### src/rtl/mul_div_unit.sv
// mul_div_unit: iterative radix-2 multiply/divide unit with HI/LO result registers
module mul_div_unit #(
    parameter int WIDTH = 32
) (
    input  logic             clk,
    input  logic             clrn,
    input  logic             start,
    input  logic [1:0]       op,
    input  logic [WIDTH-1:0] a,
    input  logic [WIDTH-1:0] b,
    input  logic             hi_we,
    input  logic             lo_we,
    input  logic [WIDTH-1:0] wdata,
    output logic             busy,
    output logic             done,
    output logic             dz,
    output logic [WIDTH-1:0] hi,
    output logic [WIDTH-1:0] lo
);
    localparam logic [1:0] IDLE = 2'd0;
    localparam logic [1:0] RUN  = 2'd1;
    localparam logic [1:0] FIX  = 2'd2;
    localparam int CW = $clog2(WIDTH);

    logic [1:0]         state;
    logic [CW-1:0]      cnt;
    logic [2*WIDTH-1:0] p, p_step, prod;
    logic [WIDTH-1:0]   m, a_l, abs_a, abs_b, q_fix, r_fix;
    logic [WIDTH:0]     sum, sh, diff;
    logic               is_div, neg_q, neg_r, zdiv;

    // p holds {acc, multiplier} for multiply and {remainder, quotient} for divide; m is the multiplicand or divisor magnitude
    always_comb begin
        abs_a  = (op[0] && a[WIDTH-1]) ? -a : a;
        abs_b  = (op[0] && b[WIDTH-1]) ? -b : b;
        sum    = {1'b0, p[2*WIDTH-1:WIDTH]} + (p[0] ? {1'b0, m} : '0);
        sh     = {p[2*WIDTH-1:WIDTH], p[WIDTH-1]};
        diff   = sh - {1'b0, m};
        p_step = !is_div ? {sum, p[WIDTH-1:1]} :
                 diff[WIDTH] ? {sh[WIDTH-1:0], p[WIDTH-2:0], 1'b0} :
                 {diff[WIDTH-1:0], p[WIDTH-2:0], 1'b1};
        prod   = neg_q ? -p : p;
        zdiv   = (m == '0);
        q_fix  = zdiv ? '1 : neg_q ? -p[WIDTH-1:0] : p[WIDTH-1:0];
        r_fix  = zdiv ? a_l : neg_r ? -p[2*WIDTH-1:WIDTH] : p[2*WIDTH-1:WIDTH];
    end

    // control FSM, iteration datapath and HI/LO architectural registers
    always_ff @(posedge clk or negedge clrn) begin
        if (!clrn) begin
            state  <= IDLE;
            cnt    <= '0;
            p      <= '0;
            m      <= '0;
            a_l    <= '0;
            is_div <= 1'b0;
            neg_q  <= 1'b0;
            neg_r  <= 1'b0;
            busy   <= 1'b0;
            done   <= 1'b0;
            dz     <= 1'b0;
            hi     <= '0;
            lo     <= '0;
        end else begin
            done <= 1'b0;
            case (state)
                IDLE: begin
                    if (hi_we) hi <= wdata;
                    if (lo_we) lo <= wdata;
                    if (start) begin
                        a_l    <= a;
                        is_div <= op[1];
                        m      <= op[1] ? abs_b : abs_a;
                        p      <= {{WIDTH{1'b0}}, op[1] ? abs_a : abs_b};
                        neg_q  <= op[0] && (a[WIDTH-1] ^ b[WIDTH-1]);
                        neg_r  <= op[0] && a[WIDTH-1];
                        cnt    <= '0;
                        dz     <= 1'b0;
                        busy   <= 1'b1;
                        state  <= RUN;
                    end
                end
                RUN: begin
                    p   <= p_step;
                    cnt <= cnt + CW'(1);
                    if (cnt == CW'(WIDTH-1)) state <= FIX;
                end
                FIX: begin
                    hi    <= is_div ? r_fix : prod[2*WIDTH-1:WIDTH];
                    lo    <= is_div ? q_fix : prod[WIDTH-1:0];
                    dz    <= is_div && zdiv;
                    done  <= 1'b1;
                    busy  <= 1'b0;
                    state <= IDLE;
                end
                default: state <= IDLE;
            endcase
        end
    end
endmodule

### config.mk
export PLATFORM = sky130hd
export DESIGN_NAME = mul_div_unit
export DESIGN_NICKNAME = d
export VERILOG_FILES = /design/src/rtl/mul_div_unit.sv
export SDC_FILE = /design/constraint.sdc
export NUM_CORES = 1
export LEC_CHECK = 0
export CAP_MARGIN = 20
export CORE_MARGIN = 5
export CORE_UTILIZATION = 48
export CTS_BUF_LIST = sky130_fd_sc_hd__clkbuf_4
export DETAILED_ROUTE_END_ITERATION = 8
export GPL_TIMING_DRIVEN = 1
export PLACE_DENSITY = 0.77
export RECOVER_POWER = 50
export SYNTH_ARGS = -nofsm -noshare
export SYNTH_HDL_FRONTEND = slang
export SYNTH_SLANG_ARGS = --single-unit
### constraint.sdc
create_clock -name clk -period 4.2 [get_ports clk]
set_input_delay 0.84 -clock clk [delete_from_list [all_inputs] [get_ports clk]]
set_output_delay 0.84 -clock clk [all_outputs]
set_load 0.02 [all_outputs]
* After elaboration in Yosys (flattened, before gate mapping)
Cells that the tools add are included.
** Cells by class
- Reduce and logical (&&, ||, !) cells :: 14
- Add/sub/neg operators :: 8
- Bitwise logic cells :: 1
- Muxes and demuxes :: 30
- Equality and inequality tests :: 7
** Operator list (count)
- $mux 32 :: 13
- $mux 64 :: 4
- $neg 32->32 :: 4
- $pmux 32 s2 :: 2
- $pmux 64 s2 :: 1
- $neg 64->64 :: 1
- $add 32x32->33 :: 1
- $sub 33x32->33 :: 1
- $logic_not 32->1 :: 1
- $reduce_and 2->1 :: 6
- $pmux 5 s2 :: 1
- $ne 2x2->1 const B :: 4
- $add 5x1->5 const B :: 1
- $eq 5x5->1 const B :: 1
- $mux 5 :: 1
- $logic_and 1x1->1 :: 4
- $mux 2 :: 2
- $pmux 1 s2 :: 2
- $pmux 2 s2 :: 1
- $reduce_bool 2->1 :: 2
- $mux 1 :: 3
- $eq 2x1->1 const B :: 1
- $eq 2x2->1 const B :: 1
- $logic_not 2->1 :: 1
- $xor 1x1->1 :: 1
** Word-level totals
- Output and inout bits :: 67
- Word-level logic and storage cells :: 73
- Input bits :: 103
- Flip-flop bits (word level) :: 205

* Longest topological paths before layout
Gate-level depths: netlist (run 1).
- Depth in word-level cells :: 5
- Depth in mapped cells :: 14
- Mapped depth without buffers :: 13

* Least setup slack after synthesis (run 1)
Ideal clock, no wire load.
- Path kind :: register to register
- Start :: register p[14]
- End :: register hi[19]
- Arrival :: 3149 ps
- Stages on the path, launching flop included :: 12
- Setup slack :: 920 ps
- Setup time :: 131 ps
- Period minus slack after synthesis :: 3280 ps
- Data required time :: 4069 ps
- Buffers on the path :: 2
- Cell sequence :: dfrtp_1 buf_6 or4_4 or4_4 or4_4 or4_4 buf_6 o31ai_2 xor2_1 nor2_1 o21ai_1 o21ai_1
** On the way
- Longest elaborated chain between the ends :: 4
** Ends and longest elaborated chain
- start: declaration :: RTL line 27 : logic [2*WIDTH-1:0] p, p_step, prod;
- start signal: assignment :: RTL line 74 : p <= {{WIDTH{1'b0}}, op[1] ? abs_a : abs_b};
- start signal: assignment :: RTL line 84 : p <= p_step;
- $neg 64->64 :: RTL line 42 : prod = neg_q ? -p : p;
- $mux 64 :: RTL line 42
- $mux 32 :: RTL line 89 : hi <= is_div ? r_fix : prod[2*WIDTH-1:WIDTH];
- $pmux 32 s2 :: RTL line 66 : case (state)
- end signal: assignment :: RTL line 68 : if (hi_we) hi <= wdata;
- end signal: assignment :: RTL line 89
- end: declaration :: RTL line 17 : output logic [WIDTH-1:0] hi,
No other way between the ends.
A chain may end at the register's enable or synchronous reset.

* Worst setup path in the final report (run 1)
- Start :: register p[0]
- End :: register p[60]
** On the way
- Longest elaborated chain between the ends :: 4
** Ends and longest elaborated chain
- $mux 32 :: RTL line 36 : sum = {1'b0, p[2*WIDTH-1:WIDTH]} + (p[0] ? {1'b0, m} : '0);
- $add 32x32->33 :: RTL line 36
- $mux 64 :: RTL line 39 : p_step = !is_div ? {sum, p[WIDTH-1:1]} :
- $pmux 64 s2 :: RTL line 66
No other way between the ends.

==> insert_results.sql, run 1 <==
INSERT INTO impl_metrics (metric_group, metric, value, unit) VALUES
('outcome', 'status', 'finished with violations', ''),
('outcome', 'violations', 'max-capacitance violations, max-slew violations', ''),
('detailed_routing', 'highest_layer', 'met5', ''),
('timing', 'setup_tns', '0', 'ns'),
('synthesis', 'leading_cell_types_by_total_area_after_synthesis', 'sky130_fd_sc_hd__dfrtp_1 (30%), sky130_fd_sc_hd__o21ai_0 (7.4%), sky130_fd_sc_hd__nand2_1 (6.5%), sky130_fd_sc_hd__xor2_1 (5.4%), sky130_fd_sc_hd__mux2i_1 (5.3%)', ''),
('synthesis', 'synth_largest_area_cell', 'sky130_fd_sc_hd__dfrtp_1', ''),
('finish', 'final_common_cell', 'sky130_fd_sc_hd__nand2_1', ''),
('detailed_routing', 'routed-wl-met2', '29100', 'um'),
('synthesis', 'synth_top_area_share', '29.84', '%'),
('job', 'maxCapViolCount', '5', ''),
('timing', 'final.min_clock_period', '4.000', 'ns'),
('timing', 'clock-skew-final', '0.1008', 'ns'),
('floorplanning', 'effective_utilization_at_floorplan', '48.45', '%'),
('synthesis', 'postSynth.topFlopCell', 'sky130_fd_sc_hd__dfrtp_1', ''),
('timing', 'final-hold-violation-count', '0', ''),
('setup_path', 'timing.reg2reg.setup_slack', '0.20', 'ns'),
('power_and_ir_drop', 'ir_drop_worst_vdd', '425.5', 'uV'),
('finish', 'postLayoutCoreUtil', '56.64', '%'),
('detailed_routing', 'drt_wl_total', '66260', 'um'),
('clock_tree', 'clk-insertion-delay-late', '0.77', 'ns'),
('timing', 'timing.final.crit_share', '95.24', '%'),
('detailed_routing', 'vias', '18170', ''),
('detailed_routing', 'route.antenna.remaining_nets', '0', ''),
('floorplanning', 'dieArea', '0.03970', 'mm^2'),
('clock_tree', 'post-cts-setup-buffer-count', '0', ''),
('synthesis', 'synth_cell_types', '74', ''),
('setup_path', 'worst-path-max-fanout', '29', ''),
('timing', 'timing_max_transition_violations_final', '254', ''),
('setup_path', 'ff2ff_path_depth', '14', ''),
('detailed_routing', 'wl_met3', '7098', 'um'),
('clock_tree', 'holdBufCountCts', '0', ''),
('finish', 'fin_nets', '2532', ''),
('synthesis', 'mappedNetlistArea', '0.01719', 'mm^2'),
('clock_tree', 'cts_made_buffers', '55', ''),
('synthesis', 'number_of_enable_flip_flop_cells_after_synthesis', '0', ''),
('floorplanning', 'design.portCount', '170', ''),
('floorplanning', 'core', '0.03548', 'mm^2'),
('timing', 'final_setup_violation_count', '0', ''),
('global_routing', 'grt_pass1_wl', '99930', 'um'),
('detailed_routing', 'post_drt_wl_per_cell', '23.17', 'um'),
('setup_path', 'crit_type', 'flip-flop to flip-flop', ''),
('finish', 'register_area', '0.005132', 'mm^2'),
('synthesis', 'yosysWarningCount', '0', ''),
('global_routing', 'gr-total-overflow', '0', ''),
('timing', 'slew-limit-headroom', '-68.15', '%'),
('setup_path', 'cp-start-kind', 'flip-flop', ''),
('synthesis', 'syn_inst', '2212', ''),
('clock_tree', 'cts_htree_levels', '2', ''),
('finish', 'drive_gt1_share', '7.760', '%'),
('power_and_ir_drop', 'p_total', '17.38', 'mW'),
('global_routing', 'grt.total_usage', '32.18', '%'),
('detailed_routing', 'drc', '0', ''),
('floorplanning', 'overall_die_height', '199.3', 'um'),
('hold_path', 'hold-path-cell-count', '2', ''),
('synthesis', 'syn-num-nets', '2387', ''),
('synthesis', 'syn-mean-instance-area', '7.772', 'um^2'),
('detailed_routing', 'initialDrtViolationCount', '2032', ''),
('placement', 'finalWeightedCongestion', '0.9846', ''),
('global_routing', 'grt_start_max_net_pins', '94', ''),
('clock_tree', 'cts_tree', 'yes', ''),
('setup_path', 'setup.worst_path.end_class', 'flip-flop', ''),
('clock_tree', 'cts_buffer_depth', '3', ''),
('synthesis', 'yosysSeqAreaShare', '29.84', '%'),
('finish', 'total_area_of_multi_input_combinational_cells', '0.01127', 'mm^2'),
('clock_tree', 'sinks_on_clock_net', '205', ''),
('clock_tree', 'clk_transition_reported_paths', '0.07', 'ns'),
('finish', 'num-fill-cells', '3298', ''),
('placement', 'numPortBuffers', '169', ''),
('detailed_routing', 'drt-met1-wl', '27580', 'um'),
('setup_path', 'max_stage_delay', '0.51', 'ns'),
('finish', 'layout.cells.most_common_list', 'sky130_fd_sc_hd__nand2_1 (300), sky130_fd_sc_hd__o21ai_0 (253), sky130_fd_sc_hd__dfrtp_1 (203)', '');
[registers in the layout, summed over array words and instances (netlist names), 2 cells and up]
name,flops
p,64
a_l,32
hi,32
lo,32
m,32
cnt,5
state,2
[cell families after synthesis]
| kind of cell | count (synthesis) | share of synthesized area [%] |
|---|---|---|
| simple gates | 724 | 19.15 |
| flops | 205 | 29.84 |
| fa+ha+maj | 72 | 5.327 |
| mux | 100 | 5.887 |
| xor+xnor | 191 | 9.730 |
| buf+inv | 211 | 4.723 |
| compound gates | 709 | 25.34 |
[final cells by class]
class / instances / area share (%)
sequential: 205 / 25.54
inverter: 56 / 1.046
timing repair buffer: 243 / 11.19
antenna: 1 / 0.01245
clock buffer: 71 / 2.652
multi-input combinational: 1796 / 56.08
tap: 461 / 2.870
clock inverter: 26 / 0.6101
[routing by layer]
metal  global-route usage [%]  vias up
met1                    45.73     8735
met2                    49.65      998
met5                        0        -
met4                    10.46        2
met3                    6.154      174
li1                         -     8260
[critical path: cells and delay by family, from the launching register on]
kind / cells / cell delay [ns]
adder cells (fa/ha/maj): 1 / 0.45
flip-flops: 1 / 0.51
AND/OR/NAND/NOR: 5 / 0.93
buffers and inverters: 3 / 0.63
AO/OA/AOI/OAI: 5 / 1.28
[report_power, final]
group          switching (mW)  internal (mW)
Sequential               1.26           2.96
Clock                   0.910          0.801
Combinational            6.75           4.69
[through the flow]
step	area, um^2	instances	setup WS (ns)	hold slack (ns)
global placement	19460	2759	0.2079	0.4571
finish	20100	2859	0.2001	0.4761
CTS	20110	2856	0.3390	0.1542
global route	20100	2859	0.03077	0.5085
floorplan	17190	2212	0.9199	0.4404
detailed placement	19460	2759	0.1634	0.4602
[path summary, 6_finish.rpt]
check | end | from
setup reg to reg | p[60] | p[0]
max in group asynchronous | hi[28] | clrn
hold reg to reg | a_l[13] | a_l[13]
min in group asynchronous | hi[10] | clrn
setup / recovery | p[60] | p[0]
hold / removal | a_l[13] | a_l[13]
[cell usage after synthesis (24+ instances only)]
cell type / instances
sky130_fd_sc_hd__nor3_1: 34
sky130_fd_sc_hd__ha_1: 70
sky130_fd_sc_hd__nand3_1: 36
sky130_fd_sc_hd__xor2_1: 106
sky130_fd_sc_hd__nand2_1: 300
sky130_fd_sc_hd__nand2b_1: 28
sky130_fd_sc_hd__inv_1: 55
sky130_fd_sc_hd__nor2_1: 189
sky130_fd_sc_hd__mux2i_1: 91
sky130_fd_sc_hd__a211oi_1: 26
sky130_fd_sc_hd__o31ai_1: 29
sky130_fd_sc_hd__dfrtp_1: 205
sky130_fd_sc_hd__o21ai_0: 253
sky130_fd_sc_hd__a21oi_1: 168
sky130_fd_sc_hd__or3_1: 24
sky130_fd_sc_hd__o22ai_1: 24
sky130_fd_sc_hd__a21o_1: 34
sky130_fd_sc_hd__xnor2_1: 85
sky130_fd_sc_hd__clkbuf_1: 138
No activity file was read; power rests on OpenSTA's default activity.
==> run 2: changes to the inputs <==
--- a/config.mk
+++ b/config.mk
@@ -6,7 +6,7 @@
 export NUM_CORES = 1
 export LEC_CHECK = 0
 export CAP_MARGIN = 20
-export CORE_MARGIN = 5
+export CORE_MARGIN = 2
 export CORE_UTILIZATION = 48
 export CTS_BUF_LIST = sky130_fd_sc_hd__clkbuf_4
 export DETAILED_ROUTE_END_ITERATION = 8
==> constraint.sdc (replaced) <==
create_clock -name clk -period 3.89 [get_ports clk]
set_input_delay 0.778 -clock clk [delete_from_list [all_inputs] [get_ports clk]]
set_output_delay 0.778 -clock clk [all_outputs]
set_load 0.02 [all_outputs]
==> run 2 against run 1 <==
The flow still finishes with violations (max-capacitance violations, max-slew violations). Global-route usage is 1.4 points higher. Clock skew is 0.077 ns lower. Critical path depth is 5 lower. Largest cell class unchanged. Highest routed layer is now met4.
==> insert_results.sql, run 2 (same netlist as run 1, synthesis figures left out) <==
INSERT INTO impl_metrics (metric_group, metric, value, unit) VALUES
('global_routing', 'grt_start_max_net_pins', '81', ''),
('detailed_routing', 'post_drt_wl_per_cell', '22.39', 'um'),
('detailed_routing', 'viasPerCell', '6.322', ''),
('timing', 'clock-skew-final', '0.02401', 'ns'),
('floorplanning', 'core', '0.03540', 'mm^2'),
('power_and_ir_drop', 'cellLeakagePower', '8.852', 'nW'),
('setup_path', 'worst-path-max-fanout', '13', ''),
('outcome', 'status', 'finished with violations', ''),
('finish', 'final_common_cell', 'sky130_fd_sc_hd__nand2_1', ''),
('timing', 'timing.final.crit_share', '95.86', '%'),
('timing', 'final.min_clock_period', '3.729', 'ns'),
('finish', 'fin_nets', '2555', ''),
('global_routing', 'antenna_violations_before_repair', '2', ''),
('floorplanning', 'effective_utilization_at_floorplan', '48.57', '%'),
('global_routing', 'vias_in_the_first_global_route', '17160', ''),
('placement', 'numPortBuffers', '169', ''),
('floorplanning', 'overall_die_height', '193.3', 'um'),
('detailed_routing', 'initialDrtViolationCount', '1814', ''),
('clock_tree', 'sinks_on_clock_net', '205', ''),
('power_and_ir_drop', 'ir_drop_worst_vdd', '472.9', 'uV'),
('setup_path', 'setup.worst_path.end_class', 'flip-flop', ''),
('timing', 'timing.hold.ws', '0.4771', 'ns'),
('setup_path', 'cp_cell_sequence', 'or4_1 > or4_1 > or2_2 > or4_4 > o41ai_2 > xor2_1 > nor2_1 > o21ai_1 > o21ai_1', ''),
('clock_tree', 'cts-root-buf', 'sky130_fd_sc_hd__clkbuf_4', ''),
('setup_path', 'cp_data_required_time', '4.47', 'ns'),
('setup_path', 'max_stage_delay', '0.70', 'ns'),
('clock_tree', 'cts_htree_levels', '2', ''),
('hold_path', 'hold_class', 'flip-flop to flip-flop', ''),
('timing', 'final-hold-violation-count', '0', ''),
('clock_tree', 'holdBufCountCts', '0', ''),
('power_and_ir_drop', 'power.density', '932.7', 'mW/mm^2'),
('job', 'maxCapViolCount', '3', ''),
('setup_path', 'critPathSlowestCell', 'sky130_fd_sc_hd__or4_1', ''),
('finish', 'drive_gt1_share', '9.384', '%'),
('finish', 'layout.cells.most_common_list', 'sky130_fd_sc_hd__nand2_1 (300), sky130_fd_sc_hd__o21ai_0 (251), sky130_fd_sc_hd__dfrtp_1 (203)', ''),
('setup_path', 'cp-start-kind', 'flip-flop', ''),
('setup_path', 'crit_type', 'flip-flop to flip-flop', ''),
('global_routing', 'grt_pass1_wl', '99270', 'um'),
('setup_path', 'timing.critical_path.buf_inv', '0', ''),
('detailed_routing', 'route.antenna.remaining_nets', '0', ''),
('timing', 'final_setup_violation_count', '0', ''),
('detailed_routing', 'drc', '0', ''),
('placement', 'finalWeightedCongestion', '0.9805', ''),
('detailed_routing', 'initial_drt_pass_iterations', '7', ''),
('outcome', 'violations', 'max-capacitance violations, max-slew violations', ''),
('global_routing', 'grt.total_usage', '33.57', '%'),
('timing', 'max_freq', '268.2', 'MHz'),
('clock_tree', 'cts_made_buffers', '54', ''),
('timing', 'slew-limit-headroom', '-38.48', '%'),
('clock_tree', 'clk_transition_reported_paths', '0.07', 'ns'),
('setup_path', 'cpLargestDelayFamily', 'simple AND/OR/NAND/NOR gates', ''),
('clock_tree', 'clk-insertion-delay-late', '0.74', 'ns'),
('timing', 'timing_worst_slew_pin_value', '2.077', 'ns'),
('timing', 'setup_tns', '0', 'ns'),
('floorplanning', 'dieArea', '0.03735', 'mm^2'),
('timing', 'timing_max_transition_violations_final', '210', ''),
('finish', 'registers.top_by_ff_count', 'p', ''),
('floorplanning', 'die_w', '193.3', 'um'),
('clock_tree', 'cts_buffer_depth', '3', ''),
('floorplanning', 'design.portCount', '170', ''),
('clock_tree', 'cts_tree', 'yes', ''),
('detailed_routing', 'vias', '18210', ''),
('finish', 'largest_register_ff_count', '64', ''),
('detailed_routing', 'drt_wl_total', '64500', 'um'),
('floorplanning', 'rows', '69', ''),
('finish', 'area_growth_synth_to_finish', '18.30', '%'),
('placement', 'final_hpwl_dp', '50220', 'um'),
('global_routing', 'gr-total-overflow', '0', ''),
('setup_path', 'worst-endpoint-arrival', '4.30', 'ns');
==> run 2: where the power goes <==
part,switching (mW),internal [mW]
clock,0.987,0.967
combinational,7.38,5.19
sequential,1.25,3.20
total,9.62,9.35
==> run 2: worst paths after layout <==
kind	cells after the start	slack [ns]	to	startpoint
worst max register to register	9	0.16	hi[31]	p[24]
worst min-delay path	2	0.48	lo[7]	lo[7]
max in group asynchronous	2	0.71	p[60]	clrn
worst min register to register	2	0.48	lo[7]	lo[7]
min in group asynchronous	1	0.60	hi[10]	clrn
worst max-delay path	9	0.16	hi[31]	p[24]
==> run 2: final cells by class <==
class	count	area, um^2
fillers	3295	15060
flip-flops and latches	205	5132
well taps	461	576.8
clock inverters	13	76.32
inverters	56	210.2
diodes	1	2.502
multi-input cells	1796	11280
clock buffers	82	615.6
repair buffers	267	2444
==> run 2: metrics by stage <==
stage          area [um^2]  instances  util (%)  power [mW]  setup slack, ns
2_1_floorplan        17190       2212         -       12.42           0.6099
3_3_place_gp         19660       2783     55.54       16.42          0.01782
3_5_place_dp         19660       2783     55.54       16.66        -0.003521
4_1_cts              20350       2878     57.50       18.67          0.02686
5_1_grt              20340       2881     57.46       20.30         -0.01823
6_report             20340       2881     57.46       18.97           0.1612
==> run 2: what timing repair did <==
| item | in CTS | in global routing |
|---|---|---|
| resized for setup | 0 | 4 |
| setup endpoints to repair | 0 | 9 |
| buffers inserted | 0 | 1 |
==> run 2: layer usage <==
metal | global-route usage, % | vias up | share of wire, %
li1 | - | 8320 | -
met1 | 46.45 | 8691 | 42
met2 | 51.53 | 1036 | 43
met3 | 6.398 | 167 | 10
met4 | 13.97 | 0 | 4.3
met5 | 0 | - | 0
==> run 2: worst reg2reg max path: cells and delay by family, from the launching register on <==
| kind | cells | cell delay, ns |
|---|---|---|
| compound gates | 3 | 0.70 |
| flops | 1 | 0.38 |
| xor+xnor | 1 | 0.17 |
| simple gates | 5 | 2.32 |
==> run 3: changes to the inputs <==
--- a/config.mk
+++ b/config.mk
@@ -11,8 +11,10 @@
 export CTS_BUF_LIST = sky130_fd_sc_hd__clkbuf_4
 export DETAILED_ROUTE_END_ITERATION = 8
 export GPL_TIMING_DRIVEN = 1
+export HOLD_SLACK_MARGIN = 0.06
 export PLACE_DENSITY = 0.77
 export RECOVER_POWER = 50
+export REMOVE_ABC_BUFFERS = 1
 export SYNTH_ARGS = -nofsm -noshare
 export SYNTH_HDL_FRONTEND = slang
 export SYNTH_SLANG_ARGS = --single-unit
==> run 3 against run 2 <==
The run still ends with max-capacitance violations, max-slew violations left. Final cell count up 0.83%. Via count up 0.14%. Setup slack worse by 0.12 ns. Power down 1.9%. Design area up 0.77%. Routed wire length down 3.0%. Clock-buffer cell count unchanged. Combinational power down 3%. Fmax down 3.0%. Core utilization up 0.44 points. Sequential cell count unchanged. Clock power up 3%. Critical endpoint is now hi[11].
==> insert_results.sql, run 3 (same netlist as run 1, synthesis figures left out) <==
INSERT INTO impl_metrics (metric_group, metric, value, unit) VALUES
('clock_tree', 'cts_made_buffers', '56', ''),
('power_and_ir_drop', 'net-switching-power', '9.236', 'mW'),
('timing', 'final-hold-violation-count', '0', ''),
('timing', 'rsz0062_at_grt', 'false', ''),
('floorplanning', 'rows', '69', ''),
('floorplanning', 'design.portCount', '170', ''),
('floorplanning', 'die_w', '193.3', 'um'),
('clock_tree', 'sinks_on_clock_net', '205', ''),
('power_and_ir_drop', 'ir_drop_worst_vdd', '561.0', 'uV'),
('job', 'maxCapViolCount', '4', ''),
('outcome', 'status', 'finished with violations', ''),
('detailed_routing', 'initialDrtViolationCount', '2210', ''),
('hold_path', 'hold_class', 'flip-flop to flip-flop', ''),
('detailed_routing', 'route.antenna.remaining_nets', '0', ''),
('detailed_routing', 'viasPerCell', '6.279', ''),
('clock_tree', 'holdBufCountCts', '0', ''),
('finish', 'drive_gt1_share', '10.03', '%'),
('finish', 'largest_register_ff_count', '64', ''),
('finish', 'final_common_cell', 'sky130_fd_sc_hd__nand2_1', ''),
('setup_path', 'cpMostUsedCell', 'sky130_fd_sc_hd__or4_4', ''),
('timing', 'final.min_clock_period', '3.845', 'ns'),
('power_and_ir_drop', 'power.density', '908.3', 'mW/mm^2'),
('placement', 'finalWeightedCongestion', '0.9679', ''),
('timing', 'timing_worst_slew_pin_value', '2.528', 'ns'),
('finish', 'postLayoutCoreUtil', '57.90', '%'),
('power_and_ir_drop', 'sequential_cell_fraction_of_total_power', '23.4', '%'),
('clock_tree', 'cts-root-buf', 'sky130_fd_sc_hd__clkbuf_4', ''),
('finish', 'fin_nets', '2579', ''),
('power_and_ir_drop', 'share_comb_of_total_power', '65.8', '%'),
('floorplanning', 'overall_die_height', '193.3', 'um'),
('setup_path', 'cp_data_required_time', '4.50', 'ns'),
('setup_path', 'worst-endpoint-arrival', '4.45', 'ns'),
('clock_tree', 'cts_htree_levels', '2', ''),
('power_and_ir_drop', 'switching_share', '49.61', '%'),
('hold_path', 'hold-path-cell-count', '2', ''),
('clock_tree', 'cts_buffer_depth', '3', ''),
('detailed_routing', 'initial_drt_pass_iterations', '6', ''),
('power_and_ir_drop', 'p_total', '18.62', 'mW'),
('timing', 'max_freq', '260.1', 'MHz'),
('setup_path', 'crit_type', 'flip-flop to flip-flop', ''),
('setup_path', 'ff2ff_path_depth', '10', ''),
('power_and_ir_drop', 'cellLeakagePower', '8.934', 'nW'),
('detailed_routing', 'vias', '18240', ''),
('setup_path', 'cp-start-kind', 'flip-flop', ''),
('global_routing', 'gr-total-overflow', '0', ''),
('timing', 'slew-limit-headroom', '-68.55', '%'),
('finish', 'layout.cells.most_common_list', 'sky130_fd_sc_hd__nand2_1 (300), sky130_fd_sc_hd__o21ai_0 (252), sky130_fd_sc_hd__dfrtp_1 (203)', ''),
('placement', 'numPortBuffers', '169', ''),
('placement', 'final_hpwl_dp', '47110', 'um'),
('clock_tree', 'clk-insertion-delay-late', '0.75', 'ns'),
('finish', 'num-fill-cells', '3265', ''),
('finish', 'finalNonFillerCells', '2905', ''),
('floorplanning', 'dieArea', '0.03735', 'mm^2'),
('timing', 'timing_max_transition_violations_final', '225', ''),
('setup_path', 'worst-path-max-fanout', '8', ''),
('power_and_ir_drop', 'clock_power_share', '10.8', '%'),
('clock_tree', 'clk_transition_reported_paths', '0.07', 'ns'),
('global_routing', 'grt_pass1_wl', '96930', 'um'),
('finish', 'area_growth_synth_to_finish', '19.21', '%'),
('timing', 'final_setup_violation_count', '0', ''),
('global_routing', 'vias_in_the_first_global_route', '17250', ''),
('timing', 'setup_tns', '0', 'ns'),
('timing', 'clock-skew-final', '0.06011', 'ns'),
('placement', 'dpl.cell_count', '2804', ''),
('floorplanning', 'core', '0.03540', 'mm^2'),
('global_routing', 'grt_start_max_net_pins', '94', ''),
('placement', 'pre_cts_slack', '-0.1613', 'ns'),
('timing', 'timing.final.crit_share', '98.84', '%'),
('setup_path', 'cp_cell_sequence', 'or4_4 > or4_4 > or4_4 > or4_4 > buf_4 > o41ai_4 > xor2_1 > nor2_1 > o21ai_1 > o21ai_1', ''),
('global_routing', 'grt.total_usage', '32.36', '%'),
('detailed_routing', 'drt_wl_total', '62550', 'um'),
('setup_path', 'critPathSlowestCell', 'sky130_fd_sc_hd__or4_4', ''),
('outcome', 'violations', 'max-capacitance violations, max-slew violations', ''),
('power_and_ir_drop', 'internal_power', '9.380', 'mW'),
('timing', 'fin_ws', '0.04527', 'ns'),
('floorplanning', 'effective_utilization_at_floorplan', '48.57', '%'),
('detailed_routing', 'post_drt_wl_per_cell', '21.53', 'um'),
('global_routing', 'antenna_violations_before_repair', '2', ''),
('clock_tree', 'cts_tree', 'yes', ''),
('setup_path', 'max_stage_delay', '0.61', 'ns'),
('finish', 'registers.top_by_ff_count', 'p', ''),
('setup_path', 'setup.worst_path.end_class', 'flip-flop', ''),
('detailed_routing', 'drc', '0', '');
==> run 3: cell types whose count changed in the layout (fill, tap and decap cells not counted), moves of 2 or more <==
| cell | before | now |
|---|---|---|
| sky130_fd_sc_hd__clkinv_1 | 7 | 14 |
| sky130_fd_sc_hd__clkinv_2 | 4 | 0 |
| sky130_fd_sc_hd__nand2b_1 | 27 | 25 |
| sky130_fd_sc_hd__nand2b_2 | 1 | 3 |
| sky130_fd_sc_hd__clkinv_4 | 2 | 0 |
| sky130_fd_sc_hd__buf_4 | 89 | 109 |
| sky130_fd_sc_hd__clkbuf_1 | 3 | 5 |
==> run 3: final timing paths <==
path                                end  slack (ns)     from
worst max register to register   hi[11]        0.05    p[17]
max in group asynchronous        hi[18]        0.63     clrn
worst min-delay path            a_l[31]        0.47  a_l[31]
min in group asynchronous         p[35]        0.78     clrn
worst max-delay path             hi[11]        0.05    p[17]
worst min register to register  a_l[31]        0.47  a_l[31]
==> run 3: stage by stage <==
stage	hold WS, ns	instance area (um^2)
floorplan	0.4404	16590
global placement	0.4572	19820
detailed placement	0.4577	19820
CTS	0.07405	20520
global route	0.4916	20490
finish	0.4745	20490
==> run 3: layer usage <==
metal | global-route usage, % | wire length, um
met1 | 43.72 | 25910
met2 | 50.42 | 27850
met3 | 5.213 | 5407
met4 | 15.95 | 3380
met5 | 0 | 0
==> run 3: cell type report <==
class                           count  area, um^2  area share [%]
Inverter                           56       210.2           1.026
Clock inverter                     14       78.83          0.3846
Sequential cell                   205        5132           25.04
Antenna cell                        2       5.005         0.02442
Multi-Input combinational cell   1796       11290           55.09
Clock buffer                       82       615.6           3.004
Timing Repair Buffer              289        2585           12.61
Tap cell                          461       576.8           2.814
==> run 3: power groups by stage <==
stage | clock network, mW | registers, mW | logic, mW
after floorplan | 0 | 4.64 | 7.58
after global placement | 0 | 4.32 | 11.8
after detailed placement | 0 | 4.35 | 11.9
after CTS | 2.03 | 4.32 | 12.0
after global routing | 2.15 | 4.47 | 13.3
final | 2.01 | 4.36 | 12.2
==> run 3: critical path: cells and delay by family, from the launching register on <==
kind | cells | cell delay [ns]
and+or+nand+nor | 5 | 2.30
DFF | 1 | 0.44
buffers and inverters | 1 | 0.22
xor gates and xnor gates | 1 | 0.17
AOI/OAI and AO/OA | 3 | 0.62
==> run 3: timing repair <==
item | 4_1_cts | 5_1_grt
setup buffers | 0 | 3
gates resized for setup | 0 | 6
endpoints found under the setup margin | 0 | 9
